**config.mk**
```make
export PLATFORM = sky130hd
export DESIGN_NAME = crc_calc_engine
export DESIGN_NICKNAME = d
export VERILOG_FILES = /design/src/rtl/crc_calc_engine.sv
export SDC_FILE = /design/constraint.sdc
export NUM_CORES = 1
export LEC_CHECK = 0
export CAP_MARGIN = 5
export CORE_MARGIN = 3
export CORE_UTILIZATION = 54
export CTS_BUF_LIST = sky130_fd_sc_hd__clkbuf_16
export CTS_CLUSTER_SIZE = 20
export DETAILED_ROUTE_END_ITERATION = 8
export PLACE_DENSITY = 0.77
export SKIP_CTS_REPAIR_TIMING = 1
export SLEW_MARGIN = 25
export SYNTH_ARGS = -nofsm -noshare
export SYNTH_HDL_FRONTEND = slang
export SYNTH_SLANG_ARGS = --single-unit
```
**constraint.sdc**
```tcl
create_clock -name clk50m -period 2.4 [get_ports clk50m]
set_clock_uncertainty 0.2 [all_clocks]
set_input_delay 0.48 -clock clk50m [delete_from_list [all_inputs] [get_ports clk50m]]
set_output_delay 0.48 -clock clk50m [all_outputs]
set_load 0.01 [all_outputs]
```
**src/rtl/crc_calc_engine.sv**
```systemverilog
// Bit-serial CRC-16 engine: one byte per 9 cycles, MSB first, with a finalize step that applies XOR_OUT.
// Optional build macro CRC_COMPARE_EN adds crc_expected / crc_ok / crc_err result comparison.
module crc_calc_engine #(
  parameter int unsigned            DATA_W  = 8,
  parameter int unsigned            CRC_W   = 16,
  parameter logic [CRC_W-1:0]       POLY    = 16'h1021,
  parameter logic [CRC_W-1:0]       INIT    = 16'hFFFF,
  parameter logic [CRC_W-1:0]       XOR_OUT = 16'h0000
) (
  input  logic              clk50m,
  input  logic              rst_n,
  input  logic              crc_clear,
  input  logic [DATA_W-1:0] data_in,
  input  logic              data_valid,
  input  logic              data_last,
`ifdef CRC_COMPARE_EN
  input  logic [CRC_W-1:0]  crc_expected,
  output logic              crc_ok,
  output logic              crc_err,
`endif
  output logic              busy,
  output logic [CRC_W-1:0]  crc_out,
  output logic              crc_valid,
  output logic              overrun
);

  localparam int unsigned CNT_W = $clog2(DATA_W);

  typedef enum logic [1:0] {S_IDLE, S_SHIFT, S_FINAL, S_DONE} state_t;

  state_t             state, state_next;
  logic [CRC_W-1:0]   crc, crc_step;
  logic [DATA_W-1:0]  shreg;
  logic [CNT_W-1:0]   cnt;
  logic               pending;
  logic               accept, collide, last_bit, fb;

  always_ff @(posedge clk50m or negedge rst_n) begin
    if (!rst_n) state <= S_IDLE;
    else        state <= state_next;
  end

  always_comb begin
    state_next = state;
    if (crc_clear) begin
      state_next = S_IDLE;
    end else begin
      case (state)
        S_IDLE, S_DONE: begin
          if (data_valid)     state_next = S_SHIFT;
          else if (data_last) state_next = S_FINAL;
        end
        // A data_last arriving on the final shift cycle still counts as pending.
        S_SHIFT: if (last_bit) state_next = (pending || data_last) ? S_FINAL : S_IDLE;
        S_FINAL: state_next = S_DONE;
        default: state_next = S_IDLE;
      endcase
    end
  end

  always_comb begin
    accept   = ((state == S_IDLE) || (state == S_DONE)) && data_valid;
    collide  = ((state == S_SHIFT) || (state == S_FINAL)) && data_valid;
    last_bit = (cnt == '0);
    fb       = crc[CRC_W-1] ^ shreg[cnt];
    crc_step = {crc[CRC_W-2:0], 1'b0} ^ (fb ? POLY : '0);
  end

  always_ff @(posedge clk50m or negedge rst_n) begin
    if (!rst_n) begin
      crc       <= INIT;
      shreg     <= '0;
      cnt       <= '0;
      pending   <= 1'b0;
      crc_out   <= '0;
      crc_valid <= 1'b0;
      overrun   <= 1'b0;
      busy      <= 1'b0;
    end else begin
      busy <= (state_next == S_SHIFT) || (state_next == S_FINAL);
      if (crc_clear) begin
        crc       <= INIT;
        shreg     <= '0;
        cnt       <= '0;
        pending   <= 1'b0;
        crc_out   <= '0;
        crc_valid <= 1'b0;
        overrun   <= 1'b0;
      end else begin
        if (collide) overrun <= 1'b1;
        if (accept) begin
          shreg     <= data_in;
          cnt       <= CNT_W'(DATA_W - 1);
          pending   <= data_last;
          crc_valid <= 1'b0;
        end
        if (state == S_SHIFT) begin
          crc     <= crc_step;
          cnt     <= cnt - 1'b1;
          pending <= last_bit ? 1'b0 : (pending | data_last);
        end
        if (state == S_FINAL) begin
          crc_out   <= crc ^ XOR_OUT;
          crc_valid <= 1'b1;
        end
      end
    end
  end

`ifdef CRC_COMPARE_EN
  always_ff @(posedge clk50m or negedge rst_n) begin
    if (!rst_n) begin
      crc_ok  <= 1'b0;
      crc_err <= 1'b0;
    end else if (crc_clear || accept) begin
      crc_ok  <= 1'b0;
      crc_err <= 1'b0;
    end else if (state == S_FINAL) begin
      crc_ok  <= ((crc ^ XOR_OUT) == crc_expected);
      crc_err <= ((crc ^ XOR_OUT) != crc_expected);
    end
  end
`endif

endmodule
```
After elaboration in Yosys (flattened, before gate mapping)
Cells that the tools add are included.
{"block": "classes", "addsub": 1, "n_lt_le_gt_ge": 1, "n_eq_ne": 5, "n_mux": 27, "bitwise_logic": 3, "reduce_logical": 15}
{"op": "$mux W16", "count": 4}
{"op": "$mux W8", "count": 2}
{"op": "$xor A16 B13 Y16", "count": 1}
{"op": "$mux W13", "count": 1}
{"op": "$mux W1", "count": 10}
{"op": "$mux W2", "count": 5}
{"op": "$mux W3", "count": 3}
{"op": "$reduce_bool A2 Y1", "count": 4}
{"op": "$eq A2 B2 Y1 const B", "count": 3}
{"op": "$pmux W2 S3", "count": 1}
{"op": "$reduce_bool A3 Y1", "count": 2}
{"op": "$eq A2 B1 Y1 const B", "count": 2}
{"op": "$logic_or A1 B1 Y1", "count": 4}
{"op": "$lt A3 B4 Y1 const B", "count": 1}
{"op": "$bmux W1 S3", "count": 1}
{"op": "$logic_not A3 Y1", "count": 1}
{"op": "$sub A3 B1 Y3 const B", "count": 1}
{"op": "$logic_and A1 B1 Y1", "count": 2}
{"op": "$logic_not A2 Y1", "count": 1}
{"op": "$reduce_or A2 Y1", "count": 1}
{"op": "$or A1 B1 Y1", "count": 1}
{"op": "$xor A1 B1 Y1", "count": 1}
{"block": "totals", "ff_bits": 49, "inputBits": 13, "out_inout_bits": 19}

Logic depth before layout (Yosys ltp)
{"block": "logic_depth", "ltp_word": 7, "depth_mapped": 7}

Worst setup path after synthesis
OpenSTA, ideal clock, no wires.
{"block": "synth_timing", "kind": "register to register", "start": "register state[1]", "end": "register crc[14]", "t_arrival_ps": 1494, "required_ps": 2110, "path_slack_ps": 615, "stages_incl_launch_ff": 7, "period_less_slack_ps": 1785, "path_cell_list": "dfrtp_1 -> inv_1 -> ha_1 -> buf_1 -> clkbuf_1 -> mux2i_1 -> nand2_1"}
{"block": "synth_via", "elab_chain_cells": 2}
{"element": "from (decl)", "line": "31", "text": "state_t state, state_next;"}
{"element": "from (signal assigned)", "line": "40", "text": "else state <= state_next;"}
{"element": "$eq A2 B1 Y1", "line": "97", "text": "if (state == S_SHIFT) begin"}
{"element": "$reduce_bool A2 Y1 (no source line)"}
{"element": "to (signal assigned)", "line": "98", "text": "crc <= crc_step;"}
{"element": "to (decl)", "line": "32", "text": "logic [CRC_W-1:0] crc, crc_step;"}
No other way between the ends.
A chain may end at the register's enable or synchronous reset.

Final worst setup path
{"block": "layout_timing", "start": "register cnt[0]", "end": "register crc[0]"}
{"block": "layout_via", "elab_chain_cells": 7}
{"element": "from (decl)", "line": "34", "text": "logic [CNT_W-1:0] cnt;"}
{"element": "from (signal assigned)", "line": "93", "text": "cnt <= CNT_W'(DATA_W - 1);"}
{"element": "from (signal assigned)", "line": "99", "text": "cnt <= cnt - 1'b1;"}
{"element": "$bmux W1 S3", "line": "65", "text": "fb = crc[CRC_W-1] ^ shreg[cnt];"}
{"element": "$mux W1 (not written as such)", "line": "65"}
{"element": "$xor A1 B1 Y1", "line": "65"}
{"element": "$mux W13", "line": "66", "text": "crc_step = {crc[CRC_W-2:0], 1'b0} ^ (fb ? POLY : '0);"}
{"element": "$xor A16 B13 Y16", "line": "66"}
{"element": "$mux W16", "line": "97"}
{"element": "$mux W16", "line": "81", "text": "if (crc_clear) begin"}
No other way between the ends. The select of a mux whose other input is x is not followed.

==> results.md <==
* DPL Wire Length at 3.00 mm
* GRT Total Usage at 0.184
* ANT cells at 0
* CP arrival at 1.90 ns
* Multi-input gate area at 915 µm²
* Async S/R FF share, synth at 1.00
* Worst setup startpoint: cnt[0]
* Final Max Slew Viols at 0
* # fillers at 279
* Max stage delay cell, worst path: mux4_1
* Worst path depth at 4
* Max IR drop VDD at 0.571 mV
* Worst Max-Slew Pin Slew at 0.650 ns
* Effective utilization at floorplan at 0.587
* Post-route ant nets at 0
* Fin crit period at 1.90 ns
* Core area at 3830 µm²
* Largest stage delay, worst path at 0.62 ns
* Switching share of power at 0.336
* Int Pwr at 0.00198 W
* DRT Pass-1 Iters at 4
* # setup viols final at 0
* Critical path's top delay family: multiplexers
* Tcrit/Tclk final at 0.792
* Global-route wire length before repair at 7.18 mm
* Post-synthesis sequential area ratio at 0.555
* Clk pin slew, worst setup/hold paths at 0.06 ns
* Synthesized area at 2250 µm²
* Worst hold path class: input port to asynchronous set/reset pin
* P per Cell Area at 1080 nW/µm²
* Worst path cell trace: mux4_1 -> mux2i_4 -> xor2_1 -> a31oi_1
* Initial antenna violation count at 0
* Routed vias at 1,626
* Final setup TNS at 0 ns
* Worst Setup EP: crc[0]
* Top-Level Pins at 32
* Register Area at 1250 µm²
* Count of unique library cells instantiated by Yosys at 29
* Net count of the mapped netlist at 223
* FF-to-FF Start: cnt[0]
* Pleak at 1.16 nW
* Worst path bufs/invs at 0
* TritonCTS Sinks at 49
* Main synth FF type: dfrtp_1
* Logic gate share of total power at 0.385
* Drt drc at 0
* Crit path kind: flop to flop
* Post-synthesis mux area share at 0.168
* Worst-Skew Late Latency at 0.29 ns
* Synth Register Bits at 49
* R2r endpoint: crc[0]
* Layout area overhead at 23.1%
* Post-synth EDFFs at 0
* CP endpoint kind: flop
* Yosys warns at 0
* Xor/xnor share of the synthesized area at 0.00780
* Synth Area in Adders at 0.0223
* Layout cell share with drive strength beyond 1 at 0.149
* Final Net Count at 257
* GPL Wtd Cong at 0.787
* Chip width at 70.5 µm
* Reg-to-reg slack, setup at 0.50 ns
* RSZ-0062 raised after global routing: no
* Final Hold Viols at 0
* Worst setup slack after layout at 0.500 ns
* Final WL at 4.23 mm
* Vias in the first global route at 1,591
* Synth Area in Simple Gates at 0.140
* Max clock buf depth at 2
* Core Rows at 22
* Critical Path Source Type: flop
* Clk root buf: clkbuf_16
* Drt initial violations at 86
* Worst endpoint required time at 2.40 ns
* Rel. slew slack at 0.567
* GRT overflow at 0
* Post-Place Setup Slack at 0.432 ns
* Largest net degree at the start of global routing at 31
* Net Switching at 0.00100 W
* Max-cap check violation count at 0
* Sequential Power Share at 0.389
* Main combinational cell family by area after synthesis: multiplexers
* R2R depth at 4
* TritonCTS buffer count at 5
* Status: complete, no violations
* Drt wl/cell at 14.6 µm
* Die ar. at 4970 µm²
* Die Height at 70.5 µm
* CTS tree: built
* PortBufs at 31
* Post-synthesis average cell area at 10.9 µm²
* F_max at 526 MHz
* Vias/cell at 5.63
* Cells after synthesis at 206
* Compound-Gate Fraction of Synth Area at 0.0690
* # H-tree levels at 2
* Clock power frac at 0.225
* CP max FO at 7
## layout by cell type, fill, tap and decap left out, types with 6 or more instances in the layout
cell type        instances
dfrtp_1                 33
nand2_1                 31
clkdlybuf4s50_1         30
mux2i_1                 29
nor2_1                  24
dfstp_2                 16
a21oi_1                 15
buf_4                    9
inv_1                    8
nand4b_1                 6
## power by group through the flow
stage | clock network (W) | registers [W] | logic, W
2_1_floorplan | 0 | 0.00119 | 0.000711
3_3_place_gp | 0 | 0.00116 | 0.00111
5_1_grt | 0.000725 | 0.00119 | 0.00127
4_1_cts | 0.000683 | 0.00116 | 0.00116
6_report | 0.000671 | 0.00116 | 0.00115
3_5_place_dp | 0 | 0.00117 | 0.00115
## Yosys cell counts (4+ instances only)
cell	count	area (µm²)
dfrtp_1	33	826
nand2_1	31	116
mux2i_1	29	290
nor2_1	24	90.1
dfstp_2	16	420
a21oi_1	15	75.1
clkbuf_1	8	30.0
inv_1	8	30.0
nand4b_1	6	52.6
ha_1	4	50.1
## worst register-to-register path, cell delays in order (launching register included)
cell and delay, ns:
dfrtp_1 0.43, mux4_1 0.62, mux2i_4 0.28, xor2_1 0.18, a31oi_1 0.09
## cell type report
cell class | instances | share of cell area
clock buffers | 5 | 0.0452
clock inverters | 3 | 0.00633
flip-flops and latches | 49 | 0.450
inverters | 8 | 0.0109
repair buffers | 40 | 0.135
well taps | 48 | 0.0217
multi-input cells | 136 | 0.331
## kinds of logic after synthesis
kind of cell    count (synthesis)
xor+xnor                        2
buf+inv                        21
compound gates                 26
flops                          49
fa+ha+maj                       4
simple gates                   71
mux                            33
## registers in the layout (all words and copies together), names as in the netlist
register	flops
crc_out	16
crc_valid	1
overrun	1
state	2
crc	16
cnt	3
shreg	8
pending	1
busy	1
## metal layers
metal,wire [µm],vias up,track usage
li1,-,775,-
met1,1880,808,0.227
met2,2080,38,0.304
met3,209,5,0.0590
met4,59,0,0.0702
met5,0,-,0
## through the flow
step	cell area [µm²]	instances	hold WS [ns]	util	power (W)
floorplan	2250	206	-0.0156	-	0.00191
global placement	2620	281	0.291	0.686	0.00227
detailed placement	2620	281	0.290	0.686	0.00233
CTS	2770	289	0.0359	0.723	0.00300
global route	2770	289	0.0496	0.723	0.00318
finish	2770	289	0.0201	0.723	0.00298
## how the worst min path moves through the flow
stage / start / end / slack [ns] / depth (start not counted)
after floorplan: rst_n / busy / -0.02 / 0
after global placement: overrun / overrun / 0.29 / 2
after detailed placement: overrun / overrun / 0.29 / 2
after CTS: rst_n / crc_out[8] / 0.04 / 1
after global routing: rst_n / overrun / 0.05 / 1
final: rst_n / overrun / 0.02 / 1
Power figures use the tool's default switching activity.
==> RTL edit (config.mk and constraints unchanged) <==
The parameter `DATA_W` goes from 8 to 16.
--- a/src/rtl/crc_calc_engine.sv
+++ b/src/rtl/crc_calc_engine.sv
@@ -3,3 +3,3 @@
 module crc_calc_engine #(
-  parameter int unsigned            DATA_W  = 8,
+  parameter int unsigned            DATA_W  = 16,
   parameter int unsigned            CRC_W   = 16,
Ports: changed (resized data_in); port bits go from 32 to 40. No check against the original RTL was run, so the function may have changed too.
==> RTL edit against the original RTL <==
Non-clock buffer count up 12; die area up 14%; design area up 23%; sequential cell count up 9; power up 37%; routed wire length up 31%; synthesized area up 16%; core utilization up 3.1 points; sequential share of layout area down 1.7 points; worst setup slack worse by 0.31 ns; highest routed layer unchanged.
==> RTL edit: results <==
set metrics [dict create \
    hpwlAfterDp_microns 3410 \
    grt_max_degree 24 \
    placed_cell_area_sq_um 3050 \
    ir_worst_vdd_v 0.000588 \
    avgRoutedWirePerCell_microns 16.1 \
    syn_inst 241 \
    crit_slowest_cell "or3b_2" \
    drt-initial-drc-count 73 \
    power_leakage_uw 0.00145 \
    grt_use_met3_pct 8.18 \
    via_per_inst 5.45 \
    dp_cells 325 \
    wl_met2_microns 2680 \
    holdWs_ns 0.298 \
    use_met1_pct 30.1 \
    yosys-top-cells-area "dfrtp_1 40%, dfstp_2 16%, mux2i_1 12%" \
    io_buffers 39 \
    hold_class "flip-flop to flip-flop" \
    globalRouteMet2Util_pct 32.7 \
    final_nets 312 \
    tightest_slew_ns 0.503 \
    ff2ff_path_depth 6 \
    r2r-end "busy$_DFF_PN0_" \
    grt_pass1_wl_microns 9050 \
    cts_buffers 9 \
    dr.pass1.iters 4 \
    crit_path_max_incr_delay_ns 0.50 \
    synth_fp_nets 265 \
    status "finished clean" \
    insertion_delay_ns 0.32 \
    met3_length_microns 241 \
    track_usage_pct 22.3 \
    pre_cts_ws_ns 0.137 \
    path_max_fanout 6 \
    final_cells 345 \
    drive_gt1_share_pct 18.8 \
    gp_routability_congestion 0.751 \
    fmax_mhz 453 \
    reg_top3 "crc (16), crc_out (16), shreg (16)" \
    synth_common_cells "47 x nand2_1, 42 x dfrtp_1, 30 x mux2i_1, 24 x a21oi_1, 24 x nor2_1" \
]
## RTL edit: report_power, final
group          total, uW  switching [uW]  leakage [uW]  internal [uW]
Sequential          1390             169      0.000730           1220
Combinational       1370             690      0.000567            677
Clock               1330             430      0.000156            895
## RTL edit: worst max-delay path: cells and delay by family (launching register included)
family,cells,cell delay (ns)
compound gates,2,0.54
simple gates,1,0.50
flops,1,0.44
fa+ha+maj,1,0.18
xor+xnor,1,0.14
buf+inv,1,0.08
## RTL edit: layout make-up
cell class | count | area [sq um]
clock buffers | 9 | 225
clock inverters | 7 | 83.8
fillers | 323 | 1110
inverters | 9 | 33.8
multi-input cells | 158 | 1030
flip-flops and latches | 58 | 1470
well taps | 52 | 65.1
repair buffers | 52 | 485
## RTL edit: logic make-up (layout without fill, tap and decap cells)
kind of cell	count (synthesis)	after routing	share of synthesized area, %
buf+inv	25	77	3.94
flops	58	58	56.5
xor+xnor	6	6	2.02
simple gates	77	77	11.7
fa+ha+maj	3	3	1.44
mux	35	35	15.9
compound gates	37	37	8.51
